File: src/rtl/bus_arbiter_pkg.sv
// Shared definitions for the register-transfer bus arbiter.
//   SEL_W          : width of a bus source/destination code
//   SRC_NONE..AC   : bus source codes (0 = bus idle, reads 0)
//   state_t        : arbiter FSM state encoding
//   transfer_legal : legality of a (source, destination) pair
package bus_arbiter_pkg;

   localparam int SEL_W = 5;

   localparam logic [SEL_W-1:0] SRC_NONE = 5'd0;
   localparam logic [SEL_W-1:0] SRC_IM   = 5'd1;
   localparam logic [SEL_W-1:0] SRC_DM   = 5'd2;
   localparam logic [SEL_W-1:0] SRC_IR   = 5'd3;
   localparam logic [SEL_W-1:0] SRC_PC   = 5'd4;
   localparam logic [SEL_W-1:0] SRC_TAC  = 5'd5;
   localparam logic [SEL_W-1:0] SRC_R    = 5'd6;
   localparam logic [SEL_W-1:0] SRC_CI   = 5'd7;
   localparam logic [SEL_W-1:0] SRC_CJ   = 5'd8;
   localparam logic [SEL_W-1:0] SRC_CK   = 5'd9;
   localparam logic [SEL_W-1:0] SRC_AA   = 5'd10;
   localparam logic [SEL_W-1:0] SRC_AB   = 5'd11;
   localparam logic [SEL_W-1:0] SRC_AD   = 5'd12;
   localparam logic [SEL_W-1:0] SRC_SI   = 5'd13;
   localparam logic [SEL_W-1:0] SRC_SJ   = 5'd14;
   localparam logic [SEL_W-1:0] SRC_SK   = 5'd15;
   localparam logic [SEL_W-1:0] SRC_AC   = 5'd16;

   typedef enum logic [1:0] {
      ST_IDLE  = 2'd0,
      ST_SRC   = 2'd1,
      ST_WAIT  = 2'd2,
      ST_WRITE = 2'd3
   } state_t;

   // A transfer needs a real source (1..16) and a destination in 1..dst_max.
   function automatic logic transfer_legal(input logic [SEL_W-1:0] src,
                                           input logic [SEL_W-1:0] dst,
                                           input logic [SEL_W-1:0] dst_max);
      return (src != SRC_NONE) && (src <= SRC_AC) &&
             (dst != '0) && (dst <= dst_max);
   endfunction

endpackage

File: src/rtl/bus_arbiter_if.sv
// Requester/bus-side signal bundle of the bus arbiter.
//   req      : per-requester level request
//   src_sel  : per-requester source code, requester i at [5i+4:5i]
//   dst_sel  : per-requester destination code, same packing
//   read     : bus mux select (0 = idle)
//   write_en : one-hot destination load strobe
//   grant    : one-hot owner, grant until ack
//   ack      : one-cycle completion pulse to the owner
//   err      : pulses with ack for an illegal transfer
//   busy     : arbiter not idle
// Modports: master = requester/bus side, slave = arbiter.
interface bus_arbiter_if
   import bus_arbiter_pkg::*;
#(
   parameter int NREQ = 2,
   parameter int NDST = 16
) ();

   logic [NREQ-1:0]       req;
   logic [SEL_W*NREQ-1:0] src_sel;
   logic [SEL_W*NREQ-1:0] dst_sel;
   logic [SEL_W-1:0]      read;
   logic [NDST-1:0]       write_en;
   logic [NREQ-1:0]       grant;
   logic [NREQ-1:0]       ack;
   logic                  err;
   logic                  busy;

   modport master (
      output req, src_sel, dst_sel,
      input  read, write_en, grant, ack, err, busy
   );

   modport slave (
      input  req, src_sel, dst_sel,
      output read, write_en, grant, ack, err, busy
   );

endinterface

File: src/rtl/bus_arbiter_rr_picker.sv
// Combinational requester selector for the bus arbiter.
//   req    : request vector
//   rr_ptr : index of the last granted requester
//   winner : one-hot selected requester
//   index  : binary index of winner
//   any    : at least one request present
// Default: round-robin, search starts at rr_ptr+1 and wraps.
// With BUS_ARB_PRIORITY_EN defined: fixed priority, lowest index wins
// and rr_ptr is ignored.
module bus_arbiter_rr_picker #(
   parameter int NREQ  = 2,
   parameter int PTR_W = 1
) (
   input  logic [NREQ-1:0]  req,
   input  logic [PTR_W-1:0] rr_ptr,
   output logic [NREQ-1:0]  winner,
   output logic [PTR_W-1:0] index,
   output logic             any
);

`ifdef BUS_ARB_PRIORITY_EN
   logic unused_ptr;
   assign unused_ptr = ^rr_ptr;

   always_comb begin
      logic found;
      winner = '0;
      index  = '0;
      found  = 1'b0;
      for (int unsigned i = 0; i < NREQ; i++) begin
         if (req[i] && !found) begin
            found     = 1'b1;
            winner[i] = 1'b1;
            index     = PTR_W'(i);
         end
      end
      any = found;
   end
`else
   always_comb begin
      logic        found;
      int unsigned cand;
      winner = '0;
      index  = '0;
      found  = 1'b0;
      cand   = 0;
      for (int unsigned k = 1; k <= NREQ; k++) begin
         cand = (int'(rr_ptr) + k) % NREQ;
         if (req[cand] && !found) begin
            found        = 1'b1;
            winner[cand] = 1'b1;
            index        = PTR_W'(cand);
         end
      end
      any = found;
   end
`endif

endmodule

File: src/rtl/bus_arbiter.sv
// Register-transfer bus arbiter: grants the bus to one of NREQ requesters,
// drives the bus read select, waits DM_WAIT extra cycles for data memory,
// then pulses a one-hot destination write enable together with ack.
//   clock   : system clock, rising edge
//   reset_n : synchronous active-low reset
//   bus     : bus_arbiter_if.slave (req/src_sel/dst_sel in,
//             read/write_en/grant/ack/err/busy out)
// Parameters: NREQ (2..4), NDST destinations, DM_WAIT settle cycles for src 2.
// Optional macro BUS_ARB_PRIORITY_EN selects fixed priority instead of
// round-robin.
module bus_arbiter
   import bus_arbiter_pkg::*;
#(
   parameter int NREQ    = 2,
   parameter int NDST    = 16,
   parameter int DM_WAIT = 1
) (
   input  logic          clock,
   input  logic          reset_n,
   bus_arbiter_if.slave  bus
);

   localparam int PTR_W = (NREQ > 1) ? $clog2(NREQ) : 1;
   localparam int CNT_W = (DM_WAIT > 1) ? $clog2(DM_WAIT) : 1;
   localparam logic [SEL_W-1:0] DST_MAX = SEL_W'(NDST);

   state_t           state;
   logic [PTR_W-1:0] rr_ptr;
   logic [CNT_W-1:0] cnt;
   logic [SEL_W-1:0] src_q;
   logic [SEL_W-1:0] dst_q;
   logic             legal_q;

   logic [NREQ-1:0]  win_oh;
   logic [PTR_W-1:0] win_idx;
   logic             win_any;
   logic [SEL_W-1:0] win_src;
   logic [SEL_W-1:0] win_dst;
   logic             win_legal;
   logic [NDST-1:0]  wr_strobe;

   bus_arbiter_rr_picker #(
      .NREQ  (NREQ),
      .PTR_W (PTR_W)
   ) u_picker (
      .req    (bus.req),
      .rr_ptr (rr_ptr),
      .winner (win_oh),
      .index  (win_idx),
      .any    (win_any)
   );

   always_comb begin
      win_src = '0;
      win_dst = '0;
      for (int unsigned i = 0; i < NREQ; i++) begin
         if (win_oh[i]) begin
            win_src = bus.src_sel[i*SEL_W +: SEL_W];
            win_dst = bus.dst_sel[i*SEL_W +: SEL_W];
         end
      end
      win_legal = transfer_legal(win_src, win_dst, DST_MAX);
   end

   always_comb begin
      wr_strobe = '0;
      if (legal_q) begin
         wr_strobe = NDST'(1) << (dst_q - 5'd1);
      end
   end

   // Outputs are registered for the state being entered, so the strobes
   // for WRITE are loaded on the transition out of SRC or WAIT.
   always_ff @(posedge clock) begin
      if (!reset_n) begin
         state        <= ST_IDLE;
         rr_ptr       <= PTR_W'(NREQ - 1);
         cnt          <= '0;
         src_q        <= '0;
         dst_q        <= '0;
         legal_q      <= 1'b0;
         bus.read     <= '0;
         bus.write_en <= '0;
         bus.grant    <= '0;
         bus.ack      <= '0;
         bus.err      <= 1'b0;
         bus.busy     <= 1'b0;
      end else begin
         bus.write_en <= '0;
         bus.ack      <= '0;
         bus.err      <= 1'b0;
         case (state)
            ST_IDLE: begin
               if (win_any) begin
                  src_q     <= win_src;
                  dst_q     <= win_dst;
                  legal_q   <= win_legal;
                  rr_ptr    <= win_idx;
                  bus.grant <= win_oh;
                  bus.busy  <= 1'b1;
                  bus.read  <= win_legal ? win_src : SRC_NONE;
                  state     <= ST_SRC;
               end
            end
            ST_SRC: begin
               if ((src_q == SRC_DM) && (DM_WAIT > 0)) begin
                  cnt   <= CNT_W'(DM_WAIT - 1);
                  state <= ST_WAIT;
               end else begin
                  bus.write_en <= wr_strobe;
                  bus.ack      <= bus.grant;
                  bus.err      <= !legal_q;
                  state        <= ST_WRITE;
               end
            end
            ST_WAIT: begin
               if (cnt == '0) begin
                  bus.write_en <= wr_strobe;
                  bus.ack      <= bus.grant;
                  bus.err      <= !legal_q;
                  state        <= ST_WRITE;
               end else begin
                  cnt <= cnt - 1'b1;
               end
            end
            ST_WRITE: begin
               bus.grant <= '0;
               bus.busy  <= 1'b0;
               bus.read  <= SRC_NONE;
               state     <= ST_IDLE;
            end
            default: state <= ST_IDLE;
         endcase
      end
   end

endmodule
File: src/flat_wrapper.sv
// flat-port wrapper written by rule: the top's interface ports become plain ports
module bus_arbiter_flat import bus_arbiter_pkg::*;
#(
   parameter int NREQ    = 2,
   parameter int NDST    = 16,
   parameter int DM_WAIT = 1
)
  (clock, reset_n, bus_req, bus_src_sel, bus_dst_sel, bus_read, bus_write_en, bus_grant, bus_ack, bus_err, bus_busy);
  bus_arbiter_if #(.NREQ(NREQ), .NDST(NDST)) bus_i ();
  input  logic clock;
  input  logic reset_n;
  input wire logic [$bits(bus_i.req)-1:0] bus_req;
  input wire logic [$bits(bus_i.src_sel)-1:0] bus_src_sel;
  input wire logic [$bits(bus_i.dst_sel)-1:0] bus_dst_sel;
  output wire logic [$bits(bus_i.read)-1:0] bus_read;
  output wire logic [$bits(bus_i.write_en)-1:0] bus_write_en;
  output wire logic [$bits(bus_i.grant)-1:0] bus_grant;
  output wire logic [$bits(bus_i.ack)-1:0] bus_ack;
  output wire logic [$bits(bus_i.err)-1:0] bus_err;
  output wire logic [$bits(bus_i.busy)-1:0] bus_busy;
  assign bus_i.req = bus_req;
  assign bus_i.src_sel = bus_src_sel;
  assign bus_i.dst_sel = bus_dst_sel;
  assign bus_read = bus_i.read;
  assign bus_write_en = bus_i.write_en;
  assign bus_grant = bus_i.grant;
  assign bus_ack = bus_i.ack;
  assign bus_err = bus_i.err;
  assign bus_busy = bus_i.busy;
  bus_arbiter #(.NREQ(NREQ), .NDST(NDST), .DM_WAIT(DM_WAIT)) u_core (.clock(clock), .reset_n(reset_n), .bus(bus_i));
endmodule
File: config.mk
export PLATFORM = sky130hd
export DESIGN_NAME = bus_arbiter_flat
export DESIGN_NICKNAME = d
export VERILOG_FILES = /design/src/rtl/bus_arbiter_pkg.sv /design/src/rtl/bus_arbiter_if.sv /design/src/rtl/bus_arbiter_rr_picker.sv /design/src/rtl/bus_arbiter.sv /design/src/flat_wrapper.sv
export SDC_FILE = /design/constraint.sdc
export NUM_CORES = 1
export LEC_CHECK = 0
export CORE_ASPECT_RATIO = 0.6
export CORE_MARGIN = 4
export CORE_UTILIZATION = 25
export CTS_CLUSTER_SIZE = 30
export DETAILED_ROUTE_END_ITERATION = 8
export SETUP_SLACK_MARGIN = 0.15
export SLEW_MARGIN = 20
export SYNTH_ARGS = -nofsm -noshare
export SYNTH_HDL_FRONTEND = slang
export SYNTH_SLANG_ARGS = --single-unit
File: constraint.sdc
create_clock -name clock -period 2.1 [get_ports clock]
set_clock_uncertainty 0.05 [all_clocks]
set_input_delay 0.21 -clock clock [delete_from_list [all_inputs] [get_ports clock]]
set_output_delay 0.21 -clock clock [all_outputs]
set_load 0.05 [all_outputs]
==> flow_summary.toml, run 1 <==
[routing]
ant_nets = 0
wl_per_cell_um = 13.9
num_vias = 1562
drt-pass1-iter-count = 4
drc = 0
drtIter0Drc = 111
routed_wl_um = 4590
vias_per_cell = 4.73

[synthesis]
synth-edff-count = 0
async_flop_share = 0
syn_avg_cell_area_sq_um = 9.45
yosys_warnings = 0
yosys.cell_types.count = 40
postSynthCellCount = 184
synth_ff_type = "dfxtp_1"
synth.net_count = 213
ys_seq_elements = 41
syn_area_sq_um = 1740
synth_top_area_cell = "dfxtp_1"
synth_area_leaders = "dfxtp_1 (47%), nand2_1 (5.2%), a32oi_1 (4.5%)"
synth_top_area_frac = 0.472
synth_sequential_area_ratio = 0.472

[cts]
cts_tree = "yes"
clk_latency_ns = 0.28
cts_max_path_buffers = 2
path_clk_slew_ns = 0.06
cts.sinks = 41
cts_made_buffers = 5
root_buffer = "clkbuf_16"
cts_hold_buffers = 0
cts_max_level = 2

[run]
maxCapViolations = 0

[placement]
hpwl_um = 3540
gp_congestion = 0.727
place_inst = 322
port_buffers = 50

[die]
pin_count = 51
fp.dieW_um = 116
coreArea_sq_um = 6710
die_h_um = 72.6
dieArea_sq_um = 8400
start_util = 0.259
rows = 23

[setup_path]
cp.required_ns = 2.24
worst-setup-path-type = "register to register"
worstPathArrival_ns = 1.98
crit_start = "u_core.state[0]"
cp-start-kind = "register"
end_kind = "register"
rrSetupSlack_ns = 0.26
r2r_start = "u_core.state[0]"
critPathMaxFanout = 7

[layout]
drive_gt1_frac = 0.103
final_util = 0.382
n_antenna_cell = 0
nets = 271
area_growth_pct = 47.3
final_cells = 330

[timing]
max_freq_mhz = 545
setup-violations-final = 0
tns_ns = 0
relSlewSlack = 0.628
worstMarginPinSlew_ns = 0.553
timing.final.crit_period_ns = 1.84
fin_crit_sh = 0.874
slew_viol_final = 0
rsz0062_at_grt = "yes"
hold_viol = 0

[pwr]
powerDensity_nw_per_um2 = 1170
p_leak_uw = 0.000973
vdd_drop_max_mv = 0.462

[grt]
grt_pass1_vias = 1523
grt_pass1_wl_um = 7600
use_met1 = 0.164
track_usage = 0.116
met2_usage = 0.165
grt_max_degree = 21
overflow = 0
grt_antenna_before_repair = 0
top_usage_layer = "met2"
grt_util_met3 = 0.0414

[hold_path]
worstHoldPathType = "register to register"
hp-start = "u_core.bus.grant[1]"

[run_status]
status = "finished clean"
## metal layers
metal,wire length [um],share of wire
met4,28,0.0061
met5,0,0
met2,2000,0.44
met3,288,0.063
met1,2270,0.50
## Yosys cell counts (5+ instances only)
| library cell | n |
|---|---|
| a32oi_1 | 9 |
| clkbuf_1 | 8 |
| dfxtp_1 | 41 |
| ha_1 | 5 |
| inv_1 | 5 |
| mux2i_1 | 5 |
| nand2_1 | 24 |
| nor2_1 | 11 |
| nor2b_1 | 9 |
| nor3_1 | 8 |
| o211a_1 | 6 |
| o31ai_1 | 5 |
## worst paths after layout
path,endpoint,cells after the start
setup / recovery,u_core.bus.read[0],7
hold / removal,u_core.bus.ack[1],2
setup reg to reg,u_core.bus.read[0],7
hold reg to reg,u_core.bus.ack[1],2
## power by group
part | switching [uW] | internal (uW) | leakage, uW
clock network | 298 | 563 | 0.0000810
logic | 625 | 465 | 0.000558
registers | 140 | 914 | 0.000334
total | 1060 | 1940 | 0.000973
## metrics by stage
| stage | total power, uW | hold slack (ns) | cell area, sq um | setup WS, ns |
|---|---|---|---|---|
| after detailed placement | 2140 | 0.402 | 2390 | 0.0125 |
| after global routing | 3210 | 0.427 | 2560 | 0.148 |
| after floorplan | 1800 | 0.348 | 1740 | 0.239 |
| final | 3000 | 0.409 | 2560 | 0.264 |
| after global placement | 2130 | 0.388 | 2390 | 0.0972 |
| after CTS | 3010 | 0.413 | 2560 | 0.210 |
## cell usage in the layout (no fill, tap or decap), types with 2 or more instances in the layout
cell	count
a21boi_1	2
a21oi_1	3
a32o_1	4
a32oi_1	9
buf_4	13
clkbuf_16	5
clkdlybuf4s50_1	50
dfxtp_1	41
ha_1	4
inv_1	5
mux2i_1	5
nand2_1	24
nand2b_1	2
nand3b_1	2
nor2_1	10
nor2b_1	9
nor3_1	8
nor4_1	4
o211a_1	6
o21a_1	4
o21ai_0	3
o31ai_1	5
or4_1	4
xnor2_1	2
## state kept, by name, summed over array words and instances (netlist names), 2 cells and up
name / cells
u_core.bus.write_en: 16
u_core.state: 2
u_core.dst_q: 5
u_core.bus.ack: 2
u_core.src_q: 5
u_core.bus.read: 5
u_core.bus.grant: 2
## layout make-up
cell class,count,area (sq um)
Clock buffer,6,129
Clock inverter,2,38.8
Fill cell,677,4140
Inverter,5,18.8
Multi-Input combinational cell,126,848
Sequential cell,41,821
Tap cell,87,109
Timing Repair Buffer,63,598
## logic make-up (layout without fill, tap and decap cells)
family / count (synthesis) / count (layout) / share of synthesized area
adders and majority gates: 5 / 5 / 0.0360
buffers and inverters: 17 / 76 / 0.0432
AOI/OAI and AO/OA: 41 / 41 / 0.189
xor gates and xnor gates: 2 / 2 / 0.0101
DFF: 41 / 41 / 0.472
muxes: 5 / 5 / 0.0288
and+or+nand+nor: 73 / 73 / 0.221
## repair_timing
action,CTS,global route
endpoints found under the setup margin,0,5
resized for setup,0,3
endpoints found under the hold margin,0,0
setup buffers,0,0
## critical path: stages, from the launching register on
cell and delay (ns):
dfxtp_1 0.34, inv_1 0.14, ha_2 0.23, or3b_2 0.53, a21boi_1 0.17, buf_4 0.16, nand2_1 0.06, o31ai_1 0.06
No activity file was read; power rests on OpenSTA's default activity.
==> run 2, diff against run 1 <==
--- a/config.mk
+++ b/config.mk
@@ -10,6 +10,7 @@
 export CORE_UTILIZATION = 25
 export CTS_CLUSTER_SIZE = 30
 export DETAILED_ROUTE_END_ITERATION = 8
+export DONT_BUFFER_PORTS = 1
 export SETUP_SLACK_MARGIN = 0.15
 export SLEW_MARGIN = 20
 export SYNTH_ARGS = -nofsm -noshare
==> run 2 against run 1 <==
Worst setup slack better by 0.011 ns. First-iteration DRC count is 19% lower. Combinational power shrank 26%. Clock-buffer cell count down 1. Critical path depth unchanged. Hold slack got worse by 0.40 ns. Critical path type unchanged. Non-clock buffer count down 58. Die area stayed put. Core utilization down 8.4 points.
==> flow_summary.toml, run 2 (synthesized netlist as in run 1, its figures left out) <==
[timing]
setup-violations-final = 0
tns_ns = 0
worstMarginPinSlew_ns = 0.668
timing.final.crit_period_ns = 1.83
fin_crit_sh = 0.869
relSlewSlack = 0.555
slew_viol_final = 0
hold_viol = 0
rsz0062_at_grt = "no"
max_freq_mhz = 548

[layout]
final_cell_mix = "dfxtp_1 (41), nand2_1 (24), nor2_1 (11)"
area_growth_pct = 14.8
drive_gt1_frac = 0.0865
layout_commonest_cell = "dfxtp_1"
final_cells = 272
nets = 213
num-fill-cells = 693
largest_register_ffs = 16
n_antenna_cell = 0
top_register = "u_core.bus.write_en"

[grt]
track_usage = 0.107
grt_antenna_before_repair = 0
grt_pass1_wl_um = 6840
grt_max_degree = 19
grt_pass1_vias = 1239
overflow = 0

[placement]
place_inst = 262
port_buffers = 0
hpwl_um = 3130
gp_congestion = 0.725

[setup_path]
critical_path.endpoint = "u_core.bus.read[3]"
worstPathArrival_ns = 1.98
cp.required_ns = 2.25
r2r-end = "u_core.bus.read[3]"
critPathMaxFanout = 7
reg2reg_depth = 7
r2r_start = "u_core.state[0]"
cp-start-kind = "register"
rrSetupSlack_ns = 0.27
crit_start = "u_core.state[0]"
end_kind = "register"
worst-setup-path-type = "register to register"

[routing]
routed_wl_um = 4350
drt-pass1-iter-count = 4
drtIter0Drc = 90
wl_per_cell_um = 16.0
vias_per_cell = 4.91
ant_nets = 0
num_vias = 1335
drc = 0

[die]
dieArea_sq_um = 8400
coreArea_sq_um = 6710
fp.dieW_um = 116
die_h_um = 72.6
pin_count = 51
start_util = 0.259
rows = 23

[cts]
cts_max_path_buffers = 2
cts_made_buffers = 5
clk_latency_ns = 0.29
root_buffer = "clkbuf_16"
cts_tree = "yes"
path_clk_slew_ns = 0.06
cts_max_level = 2
cts_setup_buffers = 0
cts.sinks = 41

[pwr]
p_leak_uw = 0.000743
power_uw = 2780
powerDensity_nw_per_um2 = 1390
vdd_drop_max_mv = 0.491

[run]
maxCapViolations = 0

[hold_path]
worstHoldPathType = "input port to register"

[run_status]
status = "finished clean"
## run 2: changes by cell type in the layout (fill, tap and decap cells not counted)
cell / previous run / this run
buf_4: 13 / 3
nor2_1: 10 / 11
inv_6: 0 / 1
ha_4: 0 / 1
clkinvlp_4: 0 / 1
dlygate4sd3_1: 0 / 2
bufinv_16: 1 / 0
inv_1: 5 / 4
clkdlybuf4s50_1: 50 / 0
clkbuf_1: 1 / 0
ha_2: 1 / 0
nor2_2: 1 / 0
inv_2: 0 / 1
## run 2: stage by stage
step	util	hold WS [ns]	worst slack (ns)	area, sq um
6_report	0.298	0.00480	0.274	2000
5_1_grt	0.298	0.00881	0.143	2000
4_1_cts	0.294	0.000662	0.193	1970
3_5_place_dp	0.271	0.257	0.214	1810
3_3_place_gp	0.271	0.246	0.308	1810
2_1_floorplan	-	0.348	0.239	1740
## run 2: what timing repair did
item / CTS / global route
endpoints found under the setup margin: 0 / 14
hold endpoints to repair: 6 / 1
resized for setup: 0 / 4
hold buffers: 1 / 1
## run 2: layout make-up
type | count | area (sq um) | area share
Sequential cell | 41 | 821 | 0.411
Clock inverter | 3 | 25.0 | 0.0125
Clock buffer | 5 | 125 | 0.0627
Tap cell | 87 | 109 | 0.0545
Inverter | 5 | 18.8 | 0.00940
Timing Repair Buffer | 5 | 42.5 | 0.0213
Multi-Input combinational cell | 126 | 856 | 0.429
## run 2: critical path, cell delays in order, from the launching register on
cell and delay (ns):
dfxtp_1 0.34, inv_1 0.19, ha_4 0.19, or3b_2 0.52, a21boi_1 0.16, buf_4 0.15
nand2_1 0.05, o31ai_1 0.08
## run 2: power breakdown
group	internal (uW)	total (uW)	switching (uW)
clock network	446	777	330
logic	356	807	451
registers	914	1190	281
total	1720	2780	1060
## run 2: worst min path at each step
stage	startpoint	endpoint	slack, ns	depth (start not counted)
after floorplan	bus_req[1]	u_core.rr_ptr	0.35	2
after global placement	reset_n	u_core.rr_ptr	0.25	1
after detailed placement	reset_n	u_core.rr_ptr	0.26	1
after CTS	reset_n	u_core.dst_q[1]	0.0007	1
after global routing	reset_n	u_core.src_q[4]	0.009	1
final	reset_n	u_core.bus.busy	0.005	1
## run 2: per-layer routing
metal,share of wire,wire length (um),GRT usage
met1,0.48,2080,0.141
met2,0.42,1820,0.149
met5,0,0,0
met4,0.0083,36,0.0309
met3,0.096,416,0.0630
==> run 3, diff against run 2 <==
--- a/config.mk
+++ b/config.mk
@@ -6,12 +6,13 @@
 export NUM_CORES = 1
 export LEC_CHECK = 0
 export CORE_ASPECT_RATIO = 0.6
-export CORE_MARGIN = 4
-export CORE_UTILIZATION = 25
+export CORE_MARGIN = 2
+export CORE_UTILIZATION = 45
 export CTS_CLUSTER_SIZE = 30
 export DETAILED_ROUTE_END_ITERATION = 8
 export DONT_BUFFER_PORTS = 1
 export SETUP_SLACK_MARGIN = 0.15
+export SKIP_LAST_GASP = 1
 export SLEW_MARGIN = 20
 export SYNTH_ARGS = -nofsm -noshare
 export SYNTH_HDL_FRONTEND = slang
==> run 3 against run 2 <==
Clock-buffer cell count rose by 2. Cell count fell by 15%. Non-clock buffer count did not move.
==> flow_summary.toml, run 3 (synthesized netlist as in run 1, its figures left out) <==
[timing]
tns_ns = 0
setup-violations-final = 0
worstMarginPinSlew_ns = 0.699
slew_viol_final = 0
max_freq_mhz = 549
timing.final.crit_period_ns = 1.82
hold_viol = 0
relSlewSlack = 0.534
rsz0062_at_grt = "no"
fin_crit_sh = 0.867

[pwr]
powerDensity_nw_per_um2 = 1380
p_leak_uw = 0.000730
vdd_drop_max_mv = 0.638

[setup_path]
path_depth = 4
end_kind = "register"
reg2reg_depth = 4
crit_chain = "or4b_1 -> o21a_1 -> o2111ai_1 -> nor2_1"
worst-setup-path-type = "register to register"
cp_num_buf_inv = 0
cpPeakStageDelay_ns = 0.56
cp.required_ns = 2.21
critPathMaxFanout = 4
cp-start-kind = "register"
slowest_stage = "or4b_1"
crit_family = "simple AND/OR/NAND/NOR gates"
worstPathArrival_ns = 1.93

[routing]
routed_wl_um = 3900
ant_nets = 0
drc = 0
vias_per_cell = 5.87
drt-pass1-iter-count = 4
wl_per_cell_um = 16.8
num_vias = 1362
drtIter0Drc = 97

[layout]
top_register = "u_core.bus.write_en"
drive_gt1_frac = 0.0865
final_area_sq_um = 1910
largest_register_ffs = 16
n_antenna_cell = 0
area_growth_pct = 10.0
nets = 213
layout_commonest_cell = "dfxtp_1"
final_cell_mix = "dfxtp_1 (41), nand2_1 (24), nor2_1 (11)"

[cts]
cts.sinks = 41
cts_max_path_buffers = 2
cts_made_buffers = 5
cts_max_level = 2
clk_latency_ns = 0.29
cts_tree = "yes"
path_clk_slew_ns = 0.07
root_buffer = "clkbuf_8"

[grt]
track_usage = 0.175
grt_max_degree = 19
grt_pass1_vias = 1252
overflow = 0
grt_antenna_before_repair = 0
grt_pass1_wl_um = 5910

[placement]
gp_congestion = 0.779
place_area_sq_um = 1760
port_buffers = 0
hpwl_um = 2820

[die]
pin_count = 51
die_h_um = 52.2
rows = 17
dieArea_sq_um = 4390
coreArea_sq_um = 3680
fp.dieW_um = 84.3
start_util = 0.473

[hold_path]
worstHoldPathType = "input port to register"
worstHoldPathCells = 1

[run]
maxCapViolations = 0

[run_status]
status = "finished clean"
==> run 3: cell types whose count changed in the layout (fill, tap and decap cells not counted) <==
cell | previous run | this run
inv_6 | 1 | 0
a21boi_1 | 2 | 1
clkinvlp_4 | 1 | 0
a21boi_0 | 0 | 1
clkbuf_8 | 0 | 6
inv_1 | 4 | 3
clkbuf_16 | 5 | 0
clkinv_4 | 1 | 0
inv_2 | 1 | 2
bufinv_16 | 0 | 1
clkbuf_1 | 0 | 1
==> run 3: timing repair <==
action	in CTS	in global routing
setup buffers	0	0
setup endpoints to repair	0	12
hold buffers	1	1
resized for setup	0	4
hold endpoints to repair	4	3
==> run 3: final timing paths <==
kind / end / slack [ns] / start
min: u_core.dst_q[2] / 0.00007 / reset_n
max reg2reg: u_core.bus.write_en[0] / 0.28 / u_core.src_q[3]
min reg2reg: u_core.bus.write_en[15] / 0.44 / u_core.dst_q[4]
max: u_core.bus.write_en[0] / 0.28 / u_core.src_q[3]
==> run 3: where the power goes <==
group          leakage (uW)  switching [uW]  internal [uW]
sequential         0.000334             283            913
clock             0.0000585             257            387
combinational      0.000338             449            357
==> run 3: worst register-to-register path, cell delays in order, from the launching register on <==
cell and delay [ns]:
dfxtp_1 0.31, or4b_1 0.56, o21a_1 0.25, o2111ai_1 0.41, nor2_1 0.11
==> run 3: stage by stage <==
| step | total power [uW] | hold WS (ns) | setup WS, ns | cells | util |
|---|---|---|---|---|---|
| 2_1_floorplan | 1800 | 0.348 | 0.239 | 184 | - |
| 3_3_place_gp | 1930 | 0.248 | 0.216 | 222 | 0.479 |
| 3_5_place_dp | 1960 | 0.250 | 0.194 | 222 | 0.479 |
| 4_1_cts | 2600 | 0.000205 | 0.178 | 231 | 0.514 |
| 5_1_grt | 2800 | 0.00273 | 0.167 | 232 | 0.520 |
| 6_report | 2650 | 0.0000712 | 0.280 | 232 | 0.520 |
==> run 3: layout make-up <==
cell class                      instances  area [sq um]
Fill cell                             356          1770
Multi-Input combinational cell        126           856
Sequential cell                        41           821
Clock buffer                            7          86.3
Tap cell                               47          58.8
Timing Repair Buffer                    5          42.5
Clock inverter                          1          30.0
Inverter                                5          18.8
==> run 3: per-layer routing <==
metal	wire length [um]	global-route usage	vias up
li1	-	-	670
met1	2100	0.257	652
met2	1560	0.249	36
met3	220	0.0556	4
met4	19	0.0403	0
met5	0	0	-
